`src/rtl/argmax_stream.sv`:
```
// argmax_stream: streaming arg-max over LANES scores per beat, registered winner and class index
module argmax_stream #(
    parameter int WORD_SIZE   = 16,
    parameter int IDX_SIZE    = 4,
    parameter int NUM_CLASSES = 10,
    parameter int LANES       = 2,
    parameter int SIGNED      = 1
) (
    input  logic                       clk,
    input  logic                       rst_n,
    input  logic                       flush,
    input  logic                       in_valid,
    output logic                       in_ready,
    input  logic [LANES*WORD_SIZE-1:0] in_data,
    output logic                       out_valid,
    input  logic                       out_ready,
    output logic [WORD_SIZE-1:0]       out_max,
    output logic [IDX_SIZE-1:0]        out_idx
);
    localparam int BEATS = (NUM_CLASSES + LANES - 1) / LANES;
    localparam int BW = BEATS > 1 ? $clog2(BEATS) : 1;

    typedef enum logic {ACCUM, DONE} state_t;

    state_t state, state_nxt;
    logic [BW-1:0] beat;
    logic [WORD_SIZE-1:0] run_max, bw_max, nxt_max;
    logic [IDX_SIZE-1:0] run_idx, bw_idx, nxt_idx;
    logic accept, last;

    function automatic logic gt(input logic [WORD_SIZE-1:0] a, input logic [WORD_SIZE-1:0] b);
        return (SIGNED != 0) ? ($signed(a) > $signed(b)) : (a > b);
    endfunction

    assign in_ready  = state == ACCUM;
    assign out_valid = state == DONE;
    assign accept    = in_valid && in_ready;
    assign last      = beat == BW'(BEATS - 1);

    // beat winner: lanes scanned upward with a strict compare so ties keep the lower index; padding lanes never compete
    always_comb begin
        bw_max = in_data[WORD_SIZE-1:0];
        bw_idx = IDX_SIZE'(int'(beat) * LANES);
        for (int k = 1; k < LANES; k++)
            if (int'(beat) * LANES + k < NUM_CLASSES && gt(in_data[k*WORD_SIZE +: WORD_SIZE], bw_max)) begin
                bw_max = in_data[k*WORD_SIZE +: WORD_SIZE];
                bw_idx = IDX_SIZE'(int'(beat) * LANES + k);
            end
        nxt_max = (beat == '0 || gt(bw_max, run_max)) ? bw_max : run_max;
        nxt_idx = (beat == '0 || gt(bw_max, run_max)) ? bw_idx : run_idx;
    end

    // state register
    always_ff @(posedge clk or negedge rst_n)
        if (!rst_n) state <= ACCUM;
        else state <= state_nxt;

    // next state: flush wins, last beat completes a frame, handshake releases the result
    always_comb begin
        state_nxt = state;
        if (flush) state_nxt = ACCUM;
        else if (accept && last) state_nxt = DONE;
        else if (out_valid && out_ready) state_nxt = ACCUM;
    end

    // running max across beats; final beat publishes straight into the output registers
    always_ff @(posedge clk or negedge rst_n)
        if (!rst_n) begin
            beat    <= '0;
            run_max <= '0;
            run_idx <= '0;
            out_max <= '0;
            out_idx <= '0;
        end else if (flush) begin
            beat <= '0;
        end else if (accept) begin
            run_max <= nxt_max;
            run_idx <= nxt_idx;
            beat    <= last ? '0 : beat + BW'(1);
            if (last) begin
                out_max <= nxt_max;
                out_idx <= nxt_idx;
            end
        end
endmodule

```
`config.mk`:
```
export PLATFORM = sky130hd
export DESIGN_NAME = argmax_stream
export DESIGN_NICKNAME = d
export VERILOG_FILES = /design/src/rtl/argmax_stream.sv
export SDC_FILE = /design/constraint.sdc
export NUM_CORES = 1
export LEC_CHECK = 0
export BUFFER_PORTS_ARGS = -buffer_cell sky130_fd_sc_hd__clkbuf_2
export CAP_MARGIN = 20
export CORE_MARGIN = 2
export CORE_UTILIZATION = 55
export CTS_BUF_LIST = sky130_fd_sc_hd__clkbuf_16
export CTS_CLUSTER_DIAMETER = 150
export DETAILED_ROUTE_END_ITERATION = 10
export PLACE_DENSITY_LB_ADDON = 0.08
export SYNTH_ARGS = -nofsm -noshare
export SYNTH_HDL_FRONTEND = slang
export SYNTH_SLANG_ARGS = --single-unit
```
`constraint.sdc`:
```
create_clock -name clk -period 10 [get_ports clk]
set_clock_uncertainty 0.2 [all_clocks]
set_input_delay 1 -clock clk [delete_from_list [all_inputs] [get_ports clk]]
set_output_delay 1 -clock clk [all_outputs]
set_load 0.005 [all_outputs]
```
Word-level counts from Yosys, hierarchy flattened
Index checks and enable logic that the tools add are counted.

word-level totals
  output and inout port bits = 22
  input port bits = 37
  bits in registers = 44

operators by class
  bitwise logic cells = 2
  add/subtract/negate cells = 2
  magnitude comparators = 3
  multiplexer cells = 10
  equal/unequal tests = 1
  reduce and logical (&&, ||, !) cells = 10

operator list
  kind                                                                   count
  16-bit greater-than comparator                                         2
  32-bit by 5-bit < comparator with 1-bit output, second input constant  1
  16-bit 2-to-1 mux                                                      2
  3-bit 2-to-1 mux                                                       3
  4-bit 2-to-1 mux                                                       2
  4-bit by 1-bit adder with 5-bit output, second input constant          1
  1-bit logical AND                                                      4
  3-bit by 1-bit adder with 3-bit output, second input constant          1
  3-bit == test, second input constant                                   1
  3-bit logical NOT                                                      1
  1-bit 2-to-1 mux                                                       3
  3-bit AND reduction                                                    1
  3-bit nonzero test                                                     1
  1-bit inverter                                                         2
  2-bit AND reduction                                                    1
  2-bit nonzero test                                                     1
  1-bit logical OR                                                       1

Longest topological paths before layout
Gate-level depths: netlist of the first run.

  word-level depth = 7
  mapped depth = 21

Worst setup path before layout of the first run
OpenSTA, ideal clock, no wires.

  kind = input -> register
  from = in in_data[9]
  to = reg out_max[0]
  arrival = 5.140 ns
  buffers on the path = 4
  path slack = 4.573 ns
  stages on the path = 21
  library setup time = 0.087 ns
  path through = inv_1 > ha_1 > and4_1 > a21boi_1 > o311a_1 > a2111oi_2 > mux2_2 > buf_6 > buf_12 > mux2i_1 > inv_1 > ha_1 > nand4_1 > nor3_1 > o31ai_1 > o211ai_1 > mux2_2 > nand2b_1 > clkbuf_1 > buf_2 > o211ai_1

between the ends
  longest elaborated chain between the ends = 6

RTL lines
  element                         RTL line  text
  from (decl)                     14        input logic [LANES*WORD_SIZE-1:0] in_data,
  16-bit greater-than comparator  32        return (SIGNED != 0) ? ($signed(a) > $signed(b)) : (a > b);
  1-bit logical AND               45        if (int'(beat) * LANES + k < NUM_CLASSES && gt(in_data[k*WORD_SIZE +: WORD_SIZE], bw_max)) begin
  16-bit 2-to-1 mux *             45
  16-bit greater-than comparator  32
  1-bit logical OR                49        nxt_max = (beat == '0 || gt(bw_max, run_max)) ? bw_max : run_max;
  16-bit 2-to-1 mux *             49
  to (signal assigned)            81        out_max <= nxt_max;
  to (decl)                       17        output logic [WORD_SIZE-1:0] out_max,

Every way passes the cells marked *; elsewhere a longest branch is shown, timed or not.
A chain may end at the register's enable or synchronous reset.

Final worst setup path of the first run
  from = in in_data[9]
  to = reg out_max[1]

Same word-level chain as after synthesis.

==> results of run 1 <==
## power groups by stage
stage	clock (uW)	sequential [uW]	combinational (uW)
floorplan	0	234	153
global placement	0	237	202
detailed placement	0	239	204
CTS	157	236	208
global route	163	240	238
finish	153	236	207
## synthesized netlist by cell type (all sizes together)
master and number:
nand4b 1, a22oi 1, a2111oi 1, mux2 5, or2 1, and3 2
nand2b 3, nor2 8, and4 2, nand4 5, o211ai 18, inv 53
a21o 4, nor3 1, dfrtp 44, ha 34, o31ai 3, o311a 1
mux2i 36, buf 6, o21ai 4, a21boi 3, nor2b 2, clkbuf 6
nand3b 1, nand3 23, o2bb2ai 1, a21oi 13, a31oi 1, nand2 26
o311ai 1
## worst register-to-register path, stage by stage (launching register included)
cell,delay (ps)
dfrtp_1,440
o21ai_0,340
nand3_1,130
mux2_2,510
mux2i_1,380
inv_1,80
ha_1,310
nand4_1,160
nor3_1,390
o31ai_1,140
o211ai_1,170
mux2_2,560
nand2b_1,660
o211ai_1,450
## final cells by class
class / count / area share (%)
Timing Repair Buffer: 61 / 9.12
Multi-Input combinational cell: 201 / 46.5
Sequential cell: 44 / 32.1
Clock buffer: 5 / 3.65
Clock inverter: 2 / 0.255
Tap cell: 70 / 2.55
Inverter: 53 / 5.80
## worst paths after layout
path,startpoint,to,slack (ps),depth (start not counted)
max,in_data[9],out_max[1],3640,18
min reg2reg,out_idx[2],out_idx[2],280,2
min,out_idx[2],out_idx[2],280,2
min in group asynchronous,rst_n,out_max[7],590,2
max reg2reg,beat[1],out_max[1],4980,13
max in group asynchronous,rst_n,run_max[12],8610,2
## registers in the layout, indices dropped and copies added (netlist names)
| signal | cells |
|---|---|
| beat | 3 |
| out_idx | 4 |
| out_max | 16 |
| out_valid | 1 |
| run_idx | 4 |
| run_max | 16 |
## stage by stage
stage	util [%]	hold slack [ps]	std cells	instance area, um2	worst slack, ps
6_report	66.3	283	436	3430	3640
5_1_grt	66.3	326	436	3430	3210
4_1_cts	66.3	284	436	3430	3690
3_5_place_dp	63.7	270	429	3300	3460
3_3_place_gp	63.7	265	429	3300	3500
2_1_floorplan	-	257	310	2970	4570
## cell families (layout without fill, tap and decap cells)
logic type	after synthesis	in the layout	synth area share [%]
AND/OR/NAND/NOR	75	75	12.2
buffers and inverters	65	121	9.18
AO/OA/AOI/OAI	51	51	13.2
flip-flops	44	44	37.1
multiplexers	41	41	14.0
adder cells (fa/ha/maj)	34	34	14.3
## placed cells by master (no fill, tap or decap), types with 2 or more instances in the layout
master and instances:
clkbuf_2 58, inv_1 54, dfrtp_1 44, mux2i_1 36, ha_1 34, nand2_1 26, nand3_1 23, a21oi_1 13
o211ai_1 10, nor2_1 8, o211ai_2 8, nand4_1 5, mux2_2 5, clkbuf_16 5, o21ai_0 4, a21o_1 4
nand2b_1 3, o31ai_1 3, buf_4 3, and4_1 2, and3_1 2, nor2b_1 2, a21boi_0 2
## per-layer routing
layer,routed length [um],global-route usage (%),part of all wire [%]
met2,2990,38.6,47
met4,90,6.79,1.4
met1,3110,31.9,48
met5,0,0,0
met3,240,4.30,3.7
==> results.sh, run 1 <==
export IMPL_status="complete, no violations"
export IMPL_hpwlAfterDp_um=4910
export IMPL_ys_top_cells_by_area="dfrtp_1 37%, ha_1 14%, mux2i_1 12%"
export IMPL_max_vdd_ir_drop_mv=0.0895
export IMPL_fmaxAchievable_ghz=0.157
export IMPL_final_period_minus_worst_setup_slack_ps=6360
export IMPL_seq_power_share_pct=39.6
export IMPL_die_x_um=77.5
export IMPL_tritoncts_clock_tree="done"
export IMPL_worst_hold_path_type="flop to flop"
export IMPL_io_pins=59
export IMPL_internal_power_uw=394
export IMPL_unrepaired_setup_endpoints_after_global_routing="no"
export IMPL_post_synthesis_net_count=381
export IMPL_grt_overflow=0
export IMPL_slew_headroom_pct=36.2
export IMPL_drc=0
export IMPL_p_leak_uw=0.00195
export IMPL_regArea_um2=1100
export IMPL_cts_buffers=5
export IMPL_gp_congestion=0.797
export IMPL_cts_setup_buffers=0
export IMPL_fp_row_count=26
export IMPL_htreeDepth=2
export IMPL_worstMarginPinSlew_ps=958
export IMPL_drtIter0Drc=76
export IMPL_clock_root_buffer="clkbuf_16"
export IMPL_cts_hold_buf=0
export IMPL_hold_viol=0
export IMPL_setup_violations=0
export IMPL_die_height_um=77.5
export IMPL_global_route_usage_total_pct=23.5
export IMPL_clockBufferDepth=2
export IMPL_synthDominantAreaCellType="dfrtp_1"
export IMPL_detailroute_via_count=2354
export IMPL_final_max_slew_violation_count=0
export IMPL_synth_avg_cell_area_um2=9.58
export IMPL_postSynthRegisterBits=44
export IMPL_layout_drive_gt1_share_pct=22.4
export IMPL_worst_ep_arrival_time_ps=6330
export IMPL_antenna_found_initial=0
export IMPL_grt_first_pass_wirelength_um=11300
export IMPL_clock_sink_count=44
export IMPL_count_of_mapped_cells_out_of_synthesis=310
export IMPL_syn2layout_area_growth_pct=15.5
export IMPL_worstSkewPairLatency_ps=280
export IMPL_max_cap_viol_count=0
export IMPL_worst_path_max_fanout=22
export IMPL_first_global_vias=2434
export IMPL_worst_path_largest_cell_delay_ps=660
export IMPL_core_um2=5170
export IMPL_largest_delay_share_family_worst_path="multiplexers"
export IMPL_period_share_pct=63.6
export IMPL_maximum_number_of_pins_on_one_net_before_global_route_repair=45
export IMPL_critical_path_required_ps=9970
export IMPL_multi_input_comb_area_um2=1600
export IMPL_power_clock_fraction_pct=25.7
export IMPL_post_cts_resized_instances=0
export IMPL_synth_warning_count=0
export IMPL_drt_wirelength_per_cell_um=14.7
export IMPL_yosysTopAreaCellShare_pct=37.1
export IMPL_synth_seq_area_share_pct=37.1
export IMPL_avgViaCountPerCell=5.40
export IMPL_comb_power_share_pct=34.7
export IMPL_cp_buffers_inverters=3
export IMPL_crit_type="input pin to flop"
export IMPL_effective_utilization_at_floorplan_pct=57.4
export IMPL_start_kind="input pin"
export IMPL_fp_dieArea_um2=6000
export IMPL_p_switching_uw=201
export IMPL_setup_tns_ps=0
export IMPL_pwr_total_uw=595
export IMPL_postRouteWirelength_um=6430
export IMPL_final_antenna_net_count=0
export IMPL_crit_path_end_kind="flop"
export IMPL_power_density_nw_per_um2=174
export IMPL_cp_cell_instances="clkbuf_2 > inv_1 > ha_1 > and4_1 > a21boi_1 > o311a_1 > a2111oi_2 > mux2_2 > mux2i_1 > inv_1 > ha_1 > nand4_1 > nor3_1 > o31ai_1 > o211ai_1 > mux2_2 > nand2b_1 > o211ai_1"
export IMPL_port_buffer_count=58
export IMPL_drtPass1Iterations=4
export IMPL_post_synthesis_cell_area_um2=2970
export IMPL_n_antenna_cell=0
export IMPL_crit_slowest_cell="nand2b_1"
export IMPL_yosys_cell_types_count=35
export IMPL_finish_net_count=437
export IMPL_net_switching_share_of_the_total_power_pct=33.8
export IMPL_cts_clk_slew_worst_paths_ps=60
export IMPL_num_fill_cells=444
Note: power is estimated with default switching activity, not from simulation.
==> inputs of run 2 (changes only) <==
==> constraint.sdc (replaced) <==
create_clock -name clk -period 5.99 [get_ports clk]
set_clock_uncertainty 0.2 [all_clocks]
set_input_delay 0.599 -clock clk [delete_from_list [all_inputs] [get_ports clk]]
set_output_delay 0.599 -clock clk [all_outputs]
set_load 0.005 [all_outputs]
==> results.sh, run 2 (synthesis gave the netlist of run 1 again) <==
export IMPL_crit_slowest_cell="mux2_2"
export IMPL_avgViaCountPerCell=5.45
export IMPL_worstSkewPairLatency_ps=290
export IMPL_worst_case_reg_to_reg_path_depth=14
export IMPL_power_density_nw_per_um2=303
export IMPL_regToRegSetupSlack_ps=1310
export IMPL_cp_cell_instances="clkbuf_2 > inv_1 > ha_1 > and4_1 > a21boi_1 > o311a_1 > a2111oi_2 > mux2_2 > mux2i_1 > inv_1 > ha_1 > nand4_1 > nor3_1 > o31ai_1 > o211ai_1 > mux2_2 > nand2b_1 > buf_4 > mux2i_1"
export IMPL_final_max_slew_violation_count=0
export IMPL_syn2layout_area_growth_pct=17.5
export IMPL_antenna_found_initial=0
export IMPL_worst_path_max_fanout=18
export IMPL_core_um2=5170
export IMPL_fp_row_count=26
export IMPL_global_route_usage_total_pct=25.0
export IMPL_clockBufferDepth=2
export IMPL_clock_root_buffer="clkbuf_16"
export IMPL_detailroute_via_count=2405
export IMPL_first_global_vias=2526
export IMPL_cts_clk_slew_worst_paths_ps=60
export IMPL_clock_sink_count=44
export IMPL_unrepaired_setup_endpoints_after_global_routing="no"
export IMPL_final_period_minus_worst_setup_slack_ps=5570
export IMPL_effective_utilization_at_floorplan_pct=57.4
export IMPL_worstMarginPinSlew_ps=854
export IMPL_cts_hold_buf=0
export IMPL_max_cap_viol_count=0
export IMPL_hold_viol=0
export IMPL_period_share_pct=93.0
export IMPL_most_common_cell_after_layout_fill_and_taps_aside="clkbuf_2"
export IMPL_die_x_um=77.5
export IMPL_hpwlAfterDp_um=5220
export IMPL_worstSetupStartpoint="in_data[9]"
export IMPL_pwr_total_uw=1060
export IMPL_setup_violations=0
export IMPL_port_buffer_count=58
export IMPL_crit_path_end_kind="flop"
export IMPL_fp_dieArea_um2=6000
export IMPL_layout_drive_gt1_share_pct=23.5
export IMPL_drtIter0Drc=166
export IMPL_dpl_instance_area_um2=3330
export IMPL_crit_type="input pin to flop"
export IMPL_postRouteWirelength_um=6970
export IMPL_io_pins=59
export IMPL_most_common_layout_cells="58 x clkbuf_2, 54 x inv_1, 44 x dfrtp_1"
export IMPL_cts_buffers=5
export IMPL_drc=0
export IMPL_cp_buffers_inverters=4
export IMPL_tritoncts_clock_tree="done"
export IMPL_post_cts_resized_instances=0
export IMPL_final_antenna_net_count=0
export IMPL_grt_overflow=0
export IMPL_fin_area_um2=3490
export IMPL_fmaxAchievable_ghz=0.179
export IMPL_n_antenna_cell=0
export IMPL_cts_setup_buffers=0
export IMPL_top_regs="out_max x16, run_max x16"
export IMPL_drtPass1Iterations=4
export IMPL_worst_path_largest_cell_delay_ps=620
export IMPL_htreeDepth=2
export IMPL_worst_hold_path_type="input pin to async pin"
export IMPL_drt_wirelength_per_cell_um=15.8
export IMPL_start_kind="input pin"
export IMPL_finish_net_count=441
export IMPL_maximum_number_of_pins_on_one_net_before_global_route_repair=45
export IMPL_grt_first_pass_wirelength_um=11900
export IMPL_worst_ep_arrival_time_ps=5520
export IMPL_gp_congestion=0.806
export IMPL_r2r_start="beat[1]"
export IMPL_status="complete, no violations"
export IMPL_p_leak_uw=0.00199
export IMPL_setup_tns_ps=0
export IMPL_largest_delay_share_family_worst_path="multiplexers"
export IMPL_max_vdd_ir_drop_mv=0.232
export IMPL_die_height_um=77.5
export IMPL_critical_path_required_ps=5940
export IMPL_slew_headroom_pct=43.1
export IMPL_r2r_end="run_max[6]"
-- run 2: per-stage QoR --
stage / setup WS [ps] / std cells / hold WS, ps / utilization, %
4_1_cts: 444 / 441 / 214 / 67.5
2_1_floorplan: 964 / 310 / 103 / -
5_1_grt: 57.9 / 441 / 252 / 67.5
6_report: 417 / 441 / 192 / 67.5
3_3_place_gp: 292 / 433 / 264 / 64.3
3_5_place_dp: 159 / 433 / 277 / 64.3
-- run 2: worst max path at each step --
stage	to	slack (ps)	cells past startpoint
after floorplan	out_max[13]	960	21
after global placement	out_max[2]	290	19
after detailed placement	run_idx[0]	160	19
after CTS	run_idx[0]	440	19
after global routing	run_max[14]	60	19
final	run_max[6]	420	19
-- run 2: routing by layer --
layer / part of all wire, % / up-vias / wire (um) / GRT usage (%)
li1: - / 1191 / - / -
met1: 46 / 1139 / 3230 / 34.1
met2: 48 / 66 / 3330 / 41.9
met3: 4.5 / 9 / 314 / 2.67
met4: 1.4 / 0 / 97 / 7.50
met5: 0 / - / 0 / 0
-- run 2: area by class of cell --
class                   instances  area (um2)
well taps                      70        87.6
multi-input cells             201        1600
clock inverters                 3        38.8
repair buffers                 65         343
inverters                      53         199
clock buffers                   5         125
fillers                       423        1680
flip-flops and latches         44        1100
-- run 2: power by group --
part | switching (uW) | internal (uW)
Sequential | 35.9 | 359
Clock | 112 | 194
Combinational | 202 | 153
Total | 350 | 706
==> inputs of run 3 (changes only) <==
--- a/config.mk
+++ b/config.mk
@@ -7,10 +7,10 @@
 export LEC_CHECK = 0
 export BUFFER_PORTS_ARGS = -buffer_cell sky130_fd_sc_hd__clkbuf_2
 export CAP_MARGIN = 20
+export CORE_ASPECT_RATIO = 1.25
 export CORE_MARGIN = 2
 export CORE_UTILIZATION = 55
 export CTS_BUF_LIST = sky130_fd_sc_hd__clkbuf_16
-export CTS_CLUSTER_DIAMETER = 150
 export DETAILED_ROUTE_END_ITERATION = 10
 export PLACE_DENSITY_LB_ADDON = 0.08
 export SYNTH_ARGS = -nofsm -noshare
==> results.sh, run 3 (synthesis gave the netlist of run 1 again) <==
export IMPL_htreeDepth=2
export IMPL_most_common_cell_after_layout_fill_and_taps_aside="clkbuf_2"
export IMPL_n_antenna_cell=0
export IMPL_p_leak_uw=0.00196
export IMPL_setup_ws_ps=554
export IMPL_die_x_um=69.7
export IMPL_dp_slack_ps=308
export IMPL_critical_path_required_ps=5990
export IMPL_power_density_nw_per_um2=291
export IMPL_die_height_um=86.2
export IMPL_slew_headroom_pct=31.6
export IMPL_drt_wirelength_per_cell_um=15.5
export IMPL_cts_hold_buf=0
export IMPL_drtIter0Drc=113
export IMPL_fmaxAchievable_ghz=0.184
export IMPL_dpl_cell_count=422
export IMPL_setup_violations=0
export IMPL_avgViaCountPerCell=5.51
export IMPL_worst_hold_path_type="input pin to async pin"
export IMPL_status="complete, no violations"
export IMPL_finalCoreUtilization_pct=66.6
export IMPL_crit_path_end_kind="flop"
export IMPL_pwr_total_uw=998
export IMPL_final_period_minus_worst_setup_slack_ps=5440
export IMPL_postRouteWirelength_um=6650
export IMPL_top_regs="out_max x16, run_max x16"
export IMPL_setup_worst_path_end="run_max[11]"
export IMPL_hpwlAfterDp_um=4930
export IMPL_worst_path_max_fanout=18
export IMPL_maximum_number_of_pins_on_one_net_before_global_route_repair=45
export IMPL_cts_buffers=5
export IMPL_regToRegSetupSlack_ps=1490
export IMPL_period_share_pct=90.8
export IMPL_grt_overflow=0
export IMPL_r2r_start="beat[1]"
export IMPL_drtPass1Iterations=4
export IMPL_detailroute_via_count=2369
export IMPL_port_buffer_count=58
export IMPL_global_route_usage_total_pct=24.0
export IMPL_tritoncts_clock_tree="done"
export IMPL_hold_viol=0
export IMPL_clockBufferDepth=2
export IMPL_io_pins=59
export IMPL_worstMarginPinSlew_ps=1020
export IMPL_max_vdd_ir_drop_mv=0.176
export IMPL_unrepaired_setup_endpoints_after_global_routing="no"
export IMPL_antenna_found_initial=0
export IMPL_worst_case_reg_to_reg_path_depth=14
export IMPL_effective_utilization_at_floorplan_pct=57.6
export IMPL_layoutNonFillerInstCount=430
export IMPL_final_max_slew_violation_count=0
export IMPL_core_um2=5150
export IMPL_post_cts_resized_instances=0
export IMPL_setup_tns_ps=0
export IMPL_most_common_layout_cells="58 x clkbuf_2, 55 x inv_1, 44 x dfrtp_1"
export IMPL_syn2layout_area_growth_pct=15.5
export IMPL_grt_first_pass_wirelength_um=11500
export IMPL_clock_root_buffer="clkbuf_16"
export IMPL_drc=0
export IMPL_crit_type="input pin to flop"
export IMPL_worstSetupStartpoint="in_data[9]"
export IMPL_fp_dieArea_um2=6010
export IMPL_cts_setup_buffers=0
export IMPL_gp_congestion=0.846
export IMPL_cts_clk_slew_worst_paths_ps=60
export IMPL_r2r_end="run_max[11]"
export IMPL_fp_row_count=29
export IMPL_final_antenna_net_count=0
export IMPL_worst_ep_arrival_time_ps=5430
export IMPL_clock_sink_count=44
export IMPL_start_kind="input pin"
export IMPL_worstSkewPairLatency_ps=280
export IMPL_max_cap_viol_count=0
export IMPL_first_global_vias=2477
export IMPL_finish_net_count=438
export IMPL_layout_drive_gt1_share_pct=22.3
## run 3: changes by cell type in the layout (fill, tap and decap cells not counted)
cell       delta
clkinv_1      +1
inv_1         +1
bufinv_16     -1
buf_4         -3
clkinv_2      -1
## run 3: where the power goes
| part | switching, uW | total [uW] | internal (uW) | leakage (uW) |
|---|---|---|---|---|
| registers | 34.0 | 393 | 359 | 0.000568 |
| logic | 196 | 347 | 151 | 0.00132 |
| clock network | 108 | 258 | 150 | 0.0000738 |
## run 3: area by class of cell
cell class / count / area, um2
Clock buffer: 5 / 125
Clock inverter: 3 / 11.3
Fill cell: 438 / 1720
Inverter: 53 / 199
Multi-Input combinational cell: 201 / 1600
Sequential cell: 44 / 1100
Tap cell: 62 / 77.6
Timing Repair Buffer: 62 / 320
## run 3: critical path, cell delays in order
cell	delay, ps
clkbuf_2	90
inv_1	40
ha_1	300
and4_1	190
a21boi_1	130
o311a_1	350
a2111oi_2	290
mux2_2	620
mux2i_1	390
inv_1	80
ha_1	300
nand4_1	130
nor3_1	320
nand4_1	200
a21oi_1	200
mux2_2	330
nand2b_1	250
buf_4	350
mux2i_1	250
## run 3: per-stage QoR
stage          hold slack [ps]  area (um2)
2_1_floorplan              103        2970
3_3_place_gp               263        3290
3_5_place_dp               271        3290
4_1_cts                    223        3430
5_1_grt                    260        3430
6_report                   199        3430
## run 3: how the worst min path moves through the flow
stage                 end  slack (ps)  cells past startpoint
3_3_place_gp   out_idx[1]         260                      2
2_1_floorplan     beat[0]         100                      0
5_1_grt        out_max[5]         260                      2
4_1_cts        out_idx[0]         220                      2
6_report       out_max[7]         200                      2
3_5_place_dp   out_idx[2]         270                      2
## run 3: routing by layer
metal / vias up / global-route usage [%] / routed length [um]
met3: 9 / 3.53 / 255
met2: 59 / 41.5 / 3290
li1: 1185 / - / -
met5: - / 0 / 0
met4: 0 / 8.57 / 142
met1: 1116 / 30.8 / 2960
